## src/rtl/seg_display_pkg.sv

```systemverilog
// rtl/seg_display_pkg.sv - shared types, segment table and hex decode for seg_display_ctrl
package seg_display_pkg;

    typedef enum logic [1:0] {
        MODE_RAW   = 2'b00,
        MODE_HEX   = 2'b01,
        MODE_BLANK = 2'b10,
        MODE_LAMP  = 2'b11
    } mode_e;

    typedef enum logic {
        ST_IDLE    = 1'b0,
        ST_PENDING = 1'b1
    } wr_state_e;

    // Active-high gfedcba patterns; A, b, C, d, E, F letter forms
    localparam logic [6:0] SEG_TABLE [16] = '{
        7'h3F, 7'h06, 7'h5B, 7'h4F, 7'h66, 7'h6D, 7'h7D, 7'h07,
        7'h7F, 7'h6F, 7'h77, 7'h7C, 7'h39, 7'h5E, 7'h79, 7'h71
    };

    function automatic logic [6:0] hex_to_seg(input logic [3:0] nibble);
        return SEG_TABLE[nibble];
    endfunction

endpackage

```

## src/rtl/seg_tick_gen.sv

```systemverilog
// rtl/seg_tick_gen.sv - refresh tick divider and blink phase generator
module seg_tick_gen #(
    parameter int TICK_DIV    = 50000,
    parameter int BLINK_TICKS = 250
) (
    input  logic clk_i,
    input  logic reset_i,
    output logic tick_o,
    output logic blink_phase_o
);

    localparam int TW = (TICK_DIV > 1) ? $clog2(TICK_DIV) : 1;
    localparam int BW = (BLINK_TICKS > 1) ? $clog2(BLINK_TICKS) : 1;

    logic [TW-1:0] tick_cnt_q;
    logic [BW-1:0] blink_cnt_q;
    logic          blink_phase_q;
    logic          tick_w;

    // Tick is decoded from the counter so it lands in the terminal-count cycle
    assign tick_w        = (tick_cnt_q == TW'(TICK_DIV - 1)) && !reset_i;
    assign tick_o        = tick_w;
    assign blink_phase_o = blink_phase_q;

    // Tick divider, blink tick counter and blink phase toggle
    always_ff @(posedge clk_i) begin
        if (reset_i) begin
            tick_cnt_q    <= '0;
            blink_cnt_q   <= '0;
            blink_phase_q <= 1'b0;
        end else begin
            if (tick_w) begin
                tick_cnt_q <= '0;
                if (blink_cnt_q == BW'(BLINK_TICKS - 1)) begin
                    blink_cnt_q   <= '0;
                    blink_phase_q <= ~blink_phase_q;
                end else begin
                    blink_cnt_q <= blink_cnt_q + 1'b1;
                end
            end else begin
                tick_cnt_q <= tick_cnt_q + 1'b1;
            end
        end
    end

endmodule

```

## src/rtl/seg_display_ctrl.sv

```systemverilog
// rtl/seg_display_ctrl.sv - seven-segment controller with tick-aligned frame commit
module seg_display_ctrl
    import seg_display_pkg::*;
#(
    parameter int NUM_DIGITS  = 6,
    parameter int TICK_DIV    = 50000,
    parameter int BLINK_TICKS = 250
) (
    input  logic                    CLOCK_50,
    input  logic                    reset,
    input  logic                    wr_valid,
    output logic                    wr_ready,
    input  logic [1:0]              wr_mode,
    input  logic [8*NUM_DIGITS-1:0] wr_data,
    input  logic [NUM_DIGITS-1:0]   wr_blink,
    input  logic                    wr_lzb,
    output logic [7*NUM_DIGITS-1:0] hex_n,
    output logic                    tick
);

    logic tick_w;
    logic blink_phase_w;

    seg_tick_gen #(
        .TICK_DIV   (TICK_DIV),
        .BLINK_TICKS(BLINK_TICKS)
    ) u_tick_gen (
        .clk_i        (CLOCK_50),
        .reset_i      (reset),
        .tick_o       (tick_w),
        .blink_phase_o(blink_phase_w)
    );

    assign tick = tick_w;

    wr_state_e               state_q;
    logic                    ready_q;
    mode_e                   sh_mode_q,  act_mode_q;
    logic [8*NUM_DIGITS-1:0] sh_data_q,  act_data_q;
    logic [NUM_DIGITS-1:0]   sh_blink_q, act_blink_q;
    logic                    sh_lzb_q,   act_lzb_q;

    assign wr_ready = ready_q;

    // Write handshake: capture into shadow when idle, promote to active on a tick
    always_ff @(posedge CLOCK_50) begin
        if (reset) begin
            state_q     <= ST_IDLE;
            ready_q     <= 1'b1;
            sh_mode_q   <= MODE_BLANK;
            sh_data_q   <= '0;
            sh_blink_q  <= '0;
            sh_lzb_q    <= 1'b0;
            act_mode_q  <= MODE_BLANK;
            act_data_q  <= '0;
            act_blink_q <= '0;
            act_lzb_q   <= 1'b0;
        end else begin
            unique case (state_q)
                ST_IDLE: begin
                    if (wr_valid) begin
                        sh_mode_q  <= mode_e'(wr_mode);
                        sh_data_q  <= wr_data;
                        sh_blink_q <= wr_blink;
                        sh_lzb_q   <= wr_lzb;
                        state_q    <= ST_PENDING;
                        ready_q    <= 1'b0;
                    end
                end
                ST_PENDING: begin
                    if (tick_w) begin
                        act_mode_q  <= sh_mode_q;
                        act_data_q  <= sh_data_q;
                        act_blink_q <= sh_blink_q;
                        act_lzb_q   <= sh_lzb_q;
                        state_q     <= ST_IDLE;
                        ready_q     <= 1'b1;
                    end
                end
                default: begin
                    state_q <= ST_IDLE;
                    ready_q <= 1'b1;
                end
            endcase
        end
    end

    // zero_run[d] is set when nibble d and every nibble above it are zero
    logic [NUM_DIGITS:0]     zero_run;
    logic [7*NUM_DIGITS-1:0] seg_d;
    logic [7*NUM_DIGITS-1:0] hex_n_q;

    assign zero_run[NUM_DIGITS] = 1'b1;

    for (genvar d = 0; d < NUM_DIGITS; d++) begin : g_digit
        localparam bit CAN_BLANK = (d != 0);
        logic [3:0] nib;
        logic [6:0] seg;

        assign nib         = act_data_q[8*d +: 4];
        assign zero_run[d] = zero_run[d+1] && (nib == 4'h0);

        // Per-digit segment pattern before output inversion
        always_comb begin
            seg = 7'h00;
            unique case (act_mode_q)
                MODE_RAW:   seg = act_data_q[8*d +: 7];
                MODE_HEX:   seg = (act_lzb_q && CAN_BLANK && zero_run[d]) ? 7'h00 : hex_to_seg(nib);
                MODE_BLANK: seg = 7'h00;
                MODE_LAMP:  seg = 7'h7F;
                default:    seg = 7'h00;
            endcase
            if ((act_mode_q == MODE_RAW || act_mode_q == MODE_HEX) && act_blink_q[d] && blink_phase_w) begin
                seg = 7'h00;
            end
        end

        assign seg_d[7*d +: 7] = seg;
    end

    // Registered active-low segment outputs
    always_ff @(posedge CLOCK_50) begin
        if (reset) begin
            hex_n_q <= '1;
        end else begin
            hex_n_q <= ~seg_d;
        end
    end

    assign hex_n = hex_n_q;

endmodule

```

## config.mk

```make
export PLATFORM = sky130hd
export DESIGN_NAME = seg_display_ctrl
export DESIGN_NICKNAME = d
export VERILOG_FILES = /design/src/rtl/seg_display_pkg.sv /design/src/rtl/seg_tick_gen.sv /design/src/rtl/seg_display_ctrl.sv
export SDC_FILE = /design/constraint.sdc
export NUM_CORES = 1
export LEC_CHECK = 0
export ABC_AREA = 1
export BUFFER_PORTS_ARGS = -buffer_cell sky130_fd_sc_hd__buf_2
export CORE_ASPECT_RATIO = 0.75
export CORE_MARGIN = 5
export CORE_UTILIZATION = 25
export CTS_CLUSTER_SIZE = 25
export DETAILED_ROUTE_END_ITERATION = 10
export PLACE_DENSITY = 0.47
export SLEW_MARGIN = 15
export SYNTH_ARGS = -nofsm -noshare
export SYNTH_HDL_FRONTEND = slang
export SYNTH_SLANG_ARGS = --single-unit
export TNS_END_PERCENT = 50
```

## constraint.sdc

```tcl
create_clock -name CLOCK_50 -period 2.8 [get_ports CLOCK_50]
set_input_delay 0.14 -clock CLOCK_50 [delete_from_list [all_inputs] [get_ports CLOCK_50]]
set_output_delay 0.14 -clock CLOCK_50 [all_outputs]
set_load 0.005 [all_outputs]
```

==> results of run 1 <==
-- cell families after synthesis --
logic type / after synthesis / share of synthesized area [%]
simple gates: 581 / 32.1
fa+ha+maj: 38 / 5.68
buf+inv: 135 / 7.48
compound gates: 202 / 12.9
flops: 171 / 40.9
xor+xnor: 9 / 0.941
-- report_power, final --
part / switching (mW) / total, mW / internal, mW
clock network: 0.962 / 2.21 / 1.24
registers: 0.0408 / 2.54 / 2.50
logic: 0.190 / 0.315 / 0.125
total: 1.19 / 5.06 / 3.87
-- cells in the final DEF (no fill, tap or decap), types with 11 or more instances in the layout --
cell type      Yosys  layout
nand2_1          242     241
dfxtp_1          171     170
nor2_1           159     158
o21ai_0          104     104
buf_2             29      97
nand3_1           69      69
a21oi_1           65      65
inv_1             57      56
nand4_1           55      55
dlygate4sd3_1      0      41
ha_1              38      38
nand3_2           22      22
clkbuf_16          0      17
buf_4              0      15
o211ai_1          14      14
nor3_1            11      11
-- what timing repair did --
| item | in CTS | in global routing |
|---|---|---|
| resized for setup | 0 | 0 |
| endpoints found under the hold margin | 41 | 0 |
| hold buffers | 41 | 0 |
-- worst min-delay path: stages --
cell     delay (ns)
buf_2          0.09
o21ai_0        0.08
nor2_1         0.08
-- sequential cells by signal (all words and copies together), names as in the netlist, 6 cells and up --
register                cells
hex_n                      42
u_tick_gen.tick_cnt_q      16
act_data_q                 42
u_tick_gen.blink_cnt_q      8
act_blink_q                 6
sh_data_q                  42
sh_blink_q                  6
-- metal layers --
metal  routed length, um  part of all wire [%]  global-route usage (%)
met5                   0                     0                       0
met4                 235                  0.99                    2.88
met3                 943                   4.0                    2.84
met2               10300                    43                    19.8
met1               12300                    52                    18.3
-- through the flow --
step,instances,worst slack [ns],hold WS [ns]
global placement,1635,0.809,0.396
global route,1704,0.604,0.0129
CTS,1704,0.770,0.00180
floorplan,1136,1.31,0.253
finish,1704,0.790,-0.00259
detailed placement,1635,0.786,0.399
-- area by class of cell --
cell class | instances | share of cell area, %
timing repair buffer | 156 | 10.5
clock inverter | 8 | 0.725
inverter | 69 | 2.57
multi-input combinational | 830 | 42.6
tap | 450 | 5.53
clock buffer | 20 | 4.49
sequential | 171 | 33.6
-- path summary, 6_finish.rpt --
kind / slack, ns / cells after the start / end / startpoint
min reg2reg: 0.45 / 1 / u_tick_gen.tick_cnt_q[0]$_SDFF_PP0_ / u_tick_gen.tick_cnt_q[0]$_SDFF_PP0_
max reg2reg: 0.79 / 9 / act_data_q[36]$_SDFFE_PP0P_ / u_tick_gen.tick_cnt_q[0]$_SDFF_PP0_
max: 0.79 / 9 / act_data_q[36]$_SDFFE_PP0P_ / u_tick_gen.tick_cnt_q[0]$_SDFF_PP0_
min: -0.003 / 3 / sh_blink_q[4]$_SDFFE_PP0P_ / wr_blink[4]
==> impl_metrics.csv, run 1 <==
group,metric,value,unit
die,coreArea,0.0333,mm2
final_layout,post-route-util,30.6,%
cts,cts_root_buf,"clkbuf_16",
place,placed_area,0.00924,mm2
sta,holdWs,-0.00259,ns
die,die-area,0.0373,mm2
sta,rsz0062_at_grt,"no",
die,num_rows,58,
pwr,power.leakage,4.14,nW
final_layout,drive_gt1_share,15.6,%
die,die_y,169,um
logic_synthesis,synth_edf_count,0,
worst_setup_path,worst-path-buf-inv,1,
cts,numCtsBuffers,17,
sta,tns,0,ns
final_layout,regArea,0.00342,mm2
sta,skew,0.0106,ns
final_layout,antenna_cells,0,
drt,drc,0,
hold_path,hold_class,"input pin to flop",
die,ios,104,
pwr,power.density,497,mW/mm2
worst_setup_path,required,3.12,ns
global_routing,track_usage,12.8,%
drt,num_vias,7660,
cts,cts_tree,"yes",
sta,worstMarginPinSlew,0.600,ns
worst_setup_path,crit_path_cell_trace,"ha_1 -> nand2_2 -> nor2_4 -> nand2_4 -> nor2_4 -> nand4_4 -> buf_12 -> nand3_1 -> nand2_1",
sta,period_share,71.8,%
final_layout,fin_nets,1343,
place,io_buffers,97,
sta,max_clock_freq,498,MHz
cts,cts.path.max_buffers,2,
sta,relSlewSlack,60.0,%
logic_synthesis,synth_area_leaders,"dfxtp_1 (41%), nand2_1 (11%), nor2_1 (7.1%)",
logic_synthesis,synth-seq-cells,171,
worst_setup_path,path_class,"flop to flop",
sta,slew_violations,0,
logic_synthesis,ys_async_sr_fraction,0,%
logic_synthesis,ys_top_cells_by_count,"nand2_1 (242), dfxtp_1 (171), nor2_1 (159), o21ai_0 (104), nand3_1 (69)",
logic_synthesis,synth_nets,1234,
worst_setup_path,crit_path_end_kind,"flop",
sta,finalCriticalPeriod,2.01,ns
drt,viasPerCell,4.50,
final_layout,multi_input_area,0.00433,mm2
drt,drt_iter0_drc,568,
drt,routedWlPerCell,14.0,um
global_routing,antenna_found_initial,0,
drt,drtAntennaViolNets,0,
status,violations,"negative hold slack",
global_routing,grt_max_degree,83,
worst_setup_path,critical-path-top-delay-family,"simple AND/OR/NAND/NOR gates",
status,status,"complete, but fails checks",
drt,first_pass_iters,5,
worst_setup_path,critical_path.most_common_cell,"nor2_4",
worst_setup_path,crit_path_start_kind,"flop",
worst_setup_path,cp_data_arrival_time,2.33,ns
pwr,ir_drop,0.412,mV
place,gp_congestion,0.846,
cts,cts_sinks,171,
pwr,finalPower,5.06,mW
sta,hold_viol_final,1,
logic_synthesis,synth_area,0.00838,mm2
logic_synthesis,ys_warn_count,0,
drt,drt_wl_total,23800,um
die,initial_utilization,25.1,%
logic_synthesis,yosysMostFrequentCell,"nand2_1",
run,drv_cap,0,
final_layout,fin_area,0.0102,mm2
logic_synthesis,synth_flop_cell,"dfxtp_1",
logic_synthesis,ys_seq_area_share,40.9,%
global_routing,first_global_vias,7398,
worst_setup_path,cpPeakStageDelay,0.36,ns
cts,clkTransAtPathRegs,0.07,ns
global_routing,grt-ovfl-total,0,
logic_synthesis,netlist_instances,1136,
final_layout,nFillCells,3627,
logic_synthesis,yosysUniqueCellTypes,40,
cts,clock_latency,0.43,ns
logic_synthesis,syn_area_per_cell,7.37,um2
worst_setup_path,slowest_stage,"nand4_4",
die,die-width,221,um
place,place.detailed.hpwl,17400,um
worst_setup_path,crit_path_max_fanout,31,
logic_synthesis,synth_top_area_share,40.9,%
global_routing,grt_pass1_wl,39100,um
cts,h-tree-depth,4,
logic_synthesis,synth_top_cell_by_area,"dfxtp_1",
cts,cts_setup_buffers,0,
final_layout,area_delta_synth_final,21.5,%
sta,setup_viol,0,
(Power assumes the default switching activity.)
==> inputs of run 2 (changes only) <==
PLACE_DENSITY = 0.48   (was 0.47)
clock period = 1.71 ns   (was 2.8 ns; I/O delays follow)
==> impl_metrics.csv, run 2 (synthesis results as in run 1) <==
group,metric,value,unit
status,status,"complete, no violations",
drt,viasPerCell,4.51,
place,pre_cts_slack,0.0108,ns
global_routing,track_usage,13.2,%
worst_setup_path,cp_data_arrival_time,2.00,ns
pwr,finalPower,9.03,mW
final_layout,final_cells,1778,
drt,num_vias,8021,
place,place.detailed.hpwl,18400,um
worst_setup_path,crit_path_max_fanout,29,
hold_path,hold_class,"input pin to flop",
global_routing,grt_pass1_wl,40000,um
pwr,power_frac_seq,46.1,%
die,die-area,0.0373,mm2
final_layout,layout_commonest_cell,"nand2_1",
drt,drt_wl_total,25200,um
pwr,combinationalPowerShare,6.2,%
drt,routed-wl-met2,11000,um
final_layout,area_delta_synth_final,31.3,%
die,ios,104,
final_layout,fin_nets,1413,
drt,wl_met1,12700,um
sta,max_clock_freq,614,MHz
final_layout,antenna_cells,0,
sta,hold_viol_final,0,
drt,first_pass_iters,5,
cts,clkTransAtPathRegs,0.08,ns
global_routing,grt_max_degree,52,
worst_setup_path,crit_path_end_kind,"flop",
cts,cts.path.max_buffers,2,
sta,skew,0.0166,ns
pwr,p_int,6.98,mW
run,drv_cap,0,
cts,cts_sinks,171,
place,gp_congestion,0.898,
sta,period_share,95.3,%
die,coreArea,0.0333,mm2
pwr,ir_drop,0.675,mV
cts,h-tree-depth,4,
sta,tns,0,ns
pwr,power.leakage,4.60,nW
pwr,pwr-share-clk,47.7,%
sta,relSlewSlack,67.1,%
drt,routedWlPerCell,14.2,um
drt,drc,0,
cts,numCtsBuffers,17,
drt,top_layer_used,"met4",
place,dpl.cell_count,1685,
sta,finalCriticalPeriod,1.63,ns
pwr,power.density,821,mW/mm2
global_routing,grt-ovfl-total,0,
pwr,switching_power,2.05,mW
cts,cts_tree,"yes",
sta,slew_violations,0,
sta,fin_ws,0.0810,ns
worst_setup_path,required,2.08,ns
die,num_rows,58,
final_layout,drive_gt1_share,20.0,%
place,io_buffers,97,
drt,drtAntennaViolNets,0,
final_layout,final_cell_mix,"nand2_1 (240), dfxtp_1 (167), nor2_1 (156), o21ai_0 (102), buf_2 (97)",
final_layout,fin_area,0.0110,mm2
cts,clock_latency,0.44,ns
final_layout,post-route-util,33.0,%
place,placed_area,0.00963,mm2
die,initial_utilization,25.1,%
worst_setup_path,crit_path_start_kind,"flop",
sta,setup_viol,0,
pwr,swShare,22.7,%
die,die_y,169,um
sta,worstMarginPinSlew,0.488,ns
drt,wl_met3,1140,um
global_routing,antenna_found_initial,0,
drt,drt_iter0_drc,551,
cts,cts_root_buf,"clkbuf_16",
worst_setup_path,path_class,"flop to flop",
sta,holdWs,0.0567,ns
die,die-width,221,um
global_routing,first_global_vias,7460,
run 2: changes by cell type in the layout (fill, tap and decap cells not counted), sizes merged:
| cell | previous run | this run |
|---|---|---|
| bufinv | 1 | 5 |
| clkinv | 7 | 3 |
| inv | 67 | 69 |
| dlygate4sd3 | 41 | 50 |
| clkbuf | 20 | 24 |
| buf | 115 | 174 |
run 2: power by group through the flow:
stage / Clock (mW) / Sequential (mW) / Combinational, mW
floorplan: 0 / 4.22 / 0.294
global placement: 0 / 4.24 / 0.474
detailed placement: 0 / 4.25 / 0.479
CTS: 4.41 / 4.16 / 0.571
global route: 4.59 / 4.17 / 0.640
finish: 4.31 / 4.16 / 0.564
run 2: timing repair:
action / CTS / global route
hold buffers: 50 / 0
pin swaps: 2 / 8
cloned: 0 / 2
setup endpoints to repair: 4 / 45
hold endpoints to repair: 50 / 0
buffers inserted: 3 / 6
resized for setup: 7 / 12
run 2: layout make-up:
class                      instances  area [um2]
inverter                          69         262
sequential                       171        3430
fill                            3523       22300
tap                              450         563
clock buffer                      22         454
clock inverter                    10         188
multi-input combinational        830        4400
timing repair buffer             226        1710
run 2: path summary, 6_finish.rpt:
path / start / to / slack, ns / cells after the start
worst max-delay path: u_tick_gen.tick_cnt_q[0]$_SDFF_PP0_ / act_data_q[45]$_SDFFE_PP0P_ / 0.08 / 10
worst min-delay path: reset / u_tick_gen.blink_cnt_q[7]$_SDFFE_PP0P_ / 0.06 / 2
worst max register to register: u_tick_gen.tick_cnt_q[0]$_SDFF_PP0_ / act_data_q[45]$_SDFFE_PP0P_ / 0.08 / 10
worst min register to register: u_tick_gen.tick_cnt_q[0]$_SDFF_PP0_ / u_tick_gen.tick_cnt_q[0]$_SDFF_PP0_ / 0.45 / 1
run 2: worst max-delay path: stages, from the launching register on:
cell	delay (ns)
dfxtp_2	0.36
ha_4	0.15
nand2_4	0.06
nor2_4	0.11
nand2_4	0.09
buf_12	0.13
nor2_4	0.09
buf_4	0.13
buf_12	0.17
nand4_1	0.15
nand2_1	0.09
run 2: routing by layer:
metal	GRT usage, %	up-vias
met5	0	-
li1	-	4157
met2	20.0	167
met4	4.04	0
met1	19.0	3670
met3	2.76	27
==> inputs of run 3 (changes only) <==
MAX_ROUTING_LAYER = met4   (was default)
==> impl_metrics.csv, run 3 (synthesis results as in run 1) <==
group,metric,value,unit
cts,cts_tree,"yes",
final_layout,area_delta_synth_final,29.4,%
drt,routed-wl-met2,10800,um
status,status,"complete, no violations",
pwr,ir_drop,0.688,mV
drt,num_vias,7983,
sta,max_clock_freq,618,MHz
drt,first_pass_iters,5,
worst_setup_path,cp_data_arrival_time,1.53,ns
global_routing,track_usage,13.7,%
sta,skew,0.00906,ns
worst_setup_path,ff2ff_setup_slack,0.11,ns
final_layout,final_cells,1771,
place,pre_cts_slack,0.0320,ns
drt,viasPerCell,4.51,
final_layout,drive_gt1_share,19.5,%
final_layout,fin_area,0.0108,mm2
worst_setup_path,path_class,"flop to primary output",
sta,finalCriticalPeriod,1.62,ns
die,ios,104,
cts,clkTransAtPathRegs,0.07,ns
final_layout,final_cell_mix,"nand2_1 (240), dfxtp_1 (168), nor2_1 (156), o21ai_0 (103), buf_2 (97)",
final_layout,layout_commonest_cell,"nand2_1",
drt,wl_met1,12400,um
sta,period_share,94.7,%
drt,drt_iter0_drc,464,
die,initial_utilization,25.1,%
place,dpl.cell_count,1684,
pwr,power.leakage,4.53,nW
worst_setup_path,crit_path_max_fanout,4,
sta,setup_viol,0,
worst_setup_path,reg2reg_from,"act_data_q[33]$_SDFFE_PP0P_",
final_layout,fin_nets,1407,
cts,cts_root_buf,"clkbuf_16",
final_layout,antenna_cells,0,
die,num_rows,58,
cts,numCtsBuffers,17,
worst_setup_path,required,1.62,ns
worst_setup_path,crit_path_start_kind,"flop",
cts,cts.path.max_buffers,2,
global_routing,grt_max_degree,52,
sta,fin_ws,0.0907,ns
sta,worstMarginPinSlew,0.472,ns
drt,top_layer_used,"met4",
die,die-width,221,um
sta,holdWs,0.0488,ns
pwr,finalPower,8.75,mW
cts,clock_latency,0.44,ns
global_routing,grt-ovfl-total,0,
global_routing,antenna_found_initial,0,
place,place.detailed.hpwl,18300,um
drt,routedWlPerCell,14.0,um
place,placed_area,0.00963,mm2
sta,slew_violations,0,
worst_setup_path,crit_path_end_kind,"primary output",
drt,drc,0,
run,drv_cap,0,
final_layout,multi_input_area,0.00439,mm2
pwr,power.density,807,mW/mm2
worst_setup_path,reg2reg_depth,8,
die,die_y,169,um
drt,drtAntennaViolNets,0,
cts,h-tree-depth,4,
worst_setup_path,startpoint,"u_tick_gen.tick_cnt_q[1]$_SDFF_PP0_",
cts,cts_sinks,171,
hold_path,hold_class,"input pin to flop",
sta,relSlewSlack,68.3,%
die,coreArea,0.0333,mm2
global_routing,grt_pass1_wl,40400,um
final_layout,regArea,0.00343,mm2
drt,drt_wl_total,24800,um
global_routing,first_global_vias,7715,
sta,hold_viol_final,0,
worst_setup_path,crit_path_end,"tick",
hold_path,holdPathStages,2,
place,gp_congestion,0.911,
worst_setup_path,r2r-end,"hex_n[8]$_SDFF_PP1_",
place,io_buffers,97,
die,die-area,0.0373,mm2
drt,wl_met3,1140,um
final_layout,nFillCells,3577,
-- run 3: changes by cell type in the layout (fill, tap and decap cells not counted), sizes merged --
cell,before,now
clkinv,3,4
clkbuf,24,25
inv,69,67
clkinvlp,2,1
buf,174,170
bufinv,5,3
-- run 3: final cells by class --
| type | count | share of cell area, % |
|---|---|---|
| multi-input combinational | 830 | 40.5 |
| timing repair buffer | 220 | 14.8 |
| tap | 450 | 5.19 |
| sequential | 171 | 31.6 |
| clock buffer | 25 | 4.48 |
| clock inverter | 6 | 1.03 |
| inverter | 69 | 2.41 |
-- run 3: worst max-delay path, cell delays in order (launching register included) --
cell and delay (ns):
dfxtp_2 0.35, ha_4 0.15, nand2_4 0.06, nor2_4 0.11, nand2_4 0.10, nor3_4 0.18, buf_2 0.14
-- run 3: metrics by stage --
stage,utilization (%),TNS [ns]
global route,32.5,-0.00834
global placement,28.9,0
detailed placement,28.9,0
floorplan,-,0
CTS,32.3,0
finish,32.5,0
-- run 3: layer usage --
metal | up-vias | track usage, %
met5 | - | -
met4 | 0 | 4.56
met3 | 30 | 2.79
met2 | 190 | 20.6
met1 | 3624 | 18.5
li1 | 4139 | -
-- run 3: what timing repair did --
action / 4_1_cts / 5_1_grt
buffers inserted: 2 / 4
endpoints found under the setup margin: 1 / 80
hold endpoints to repair: 50 / 0
pin swaps: 2 / 7
gates resized for setup: 7 / 11
hold buffers: 50 / 0
-- run 3: report_power, final --
group / total, mW / switching, mW / leakage (nW) / internal, mW
combinational: 0.568 / 0.319 / 2.85 / 0.249
clock: 4.02 / 1.61 / 0.288 / 2.41
sequential: 4.16 / 0.0661 / 1.39 / 4.09
total: 8.75 / 2.00 / 4.53 / 6.75
-- run 3: worst min-delay path by stage --
stage,startpoint,endpoint,slack [ns]
after floorplan,wr_mode[1],sh_mode_q[1]$_SDFFE_PP1P_,0.20
after CTS,reset,u_tick_gen.blink_cnt_q[3]$_SDFFE_PP0P_,0.02
after detailed placement,wr_data[30],sh_data_q[30]$_SDFFE_PP0P_,0.35
final,reset,u_tick_gen.blink_cnt_q[7]$_SDFFE_PP0P_,0.05
after global placement,wr_data[28],sh_data_q[28]$_SDFFE_PP0P_,0.35
after global routing,reset,u_tick_gen.blink_phase_o$_SDFFE_PP0P_,0.06
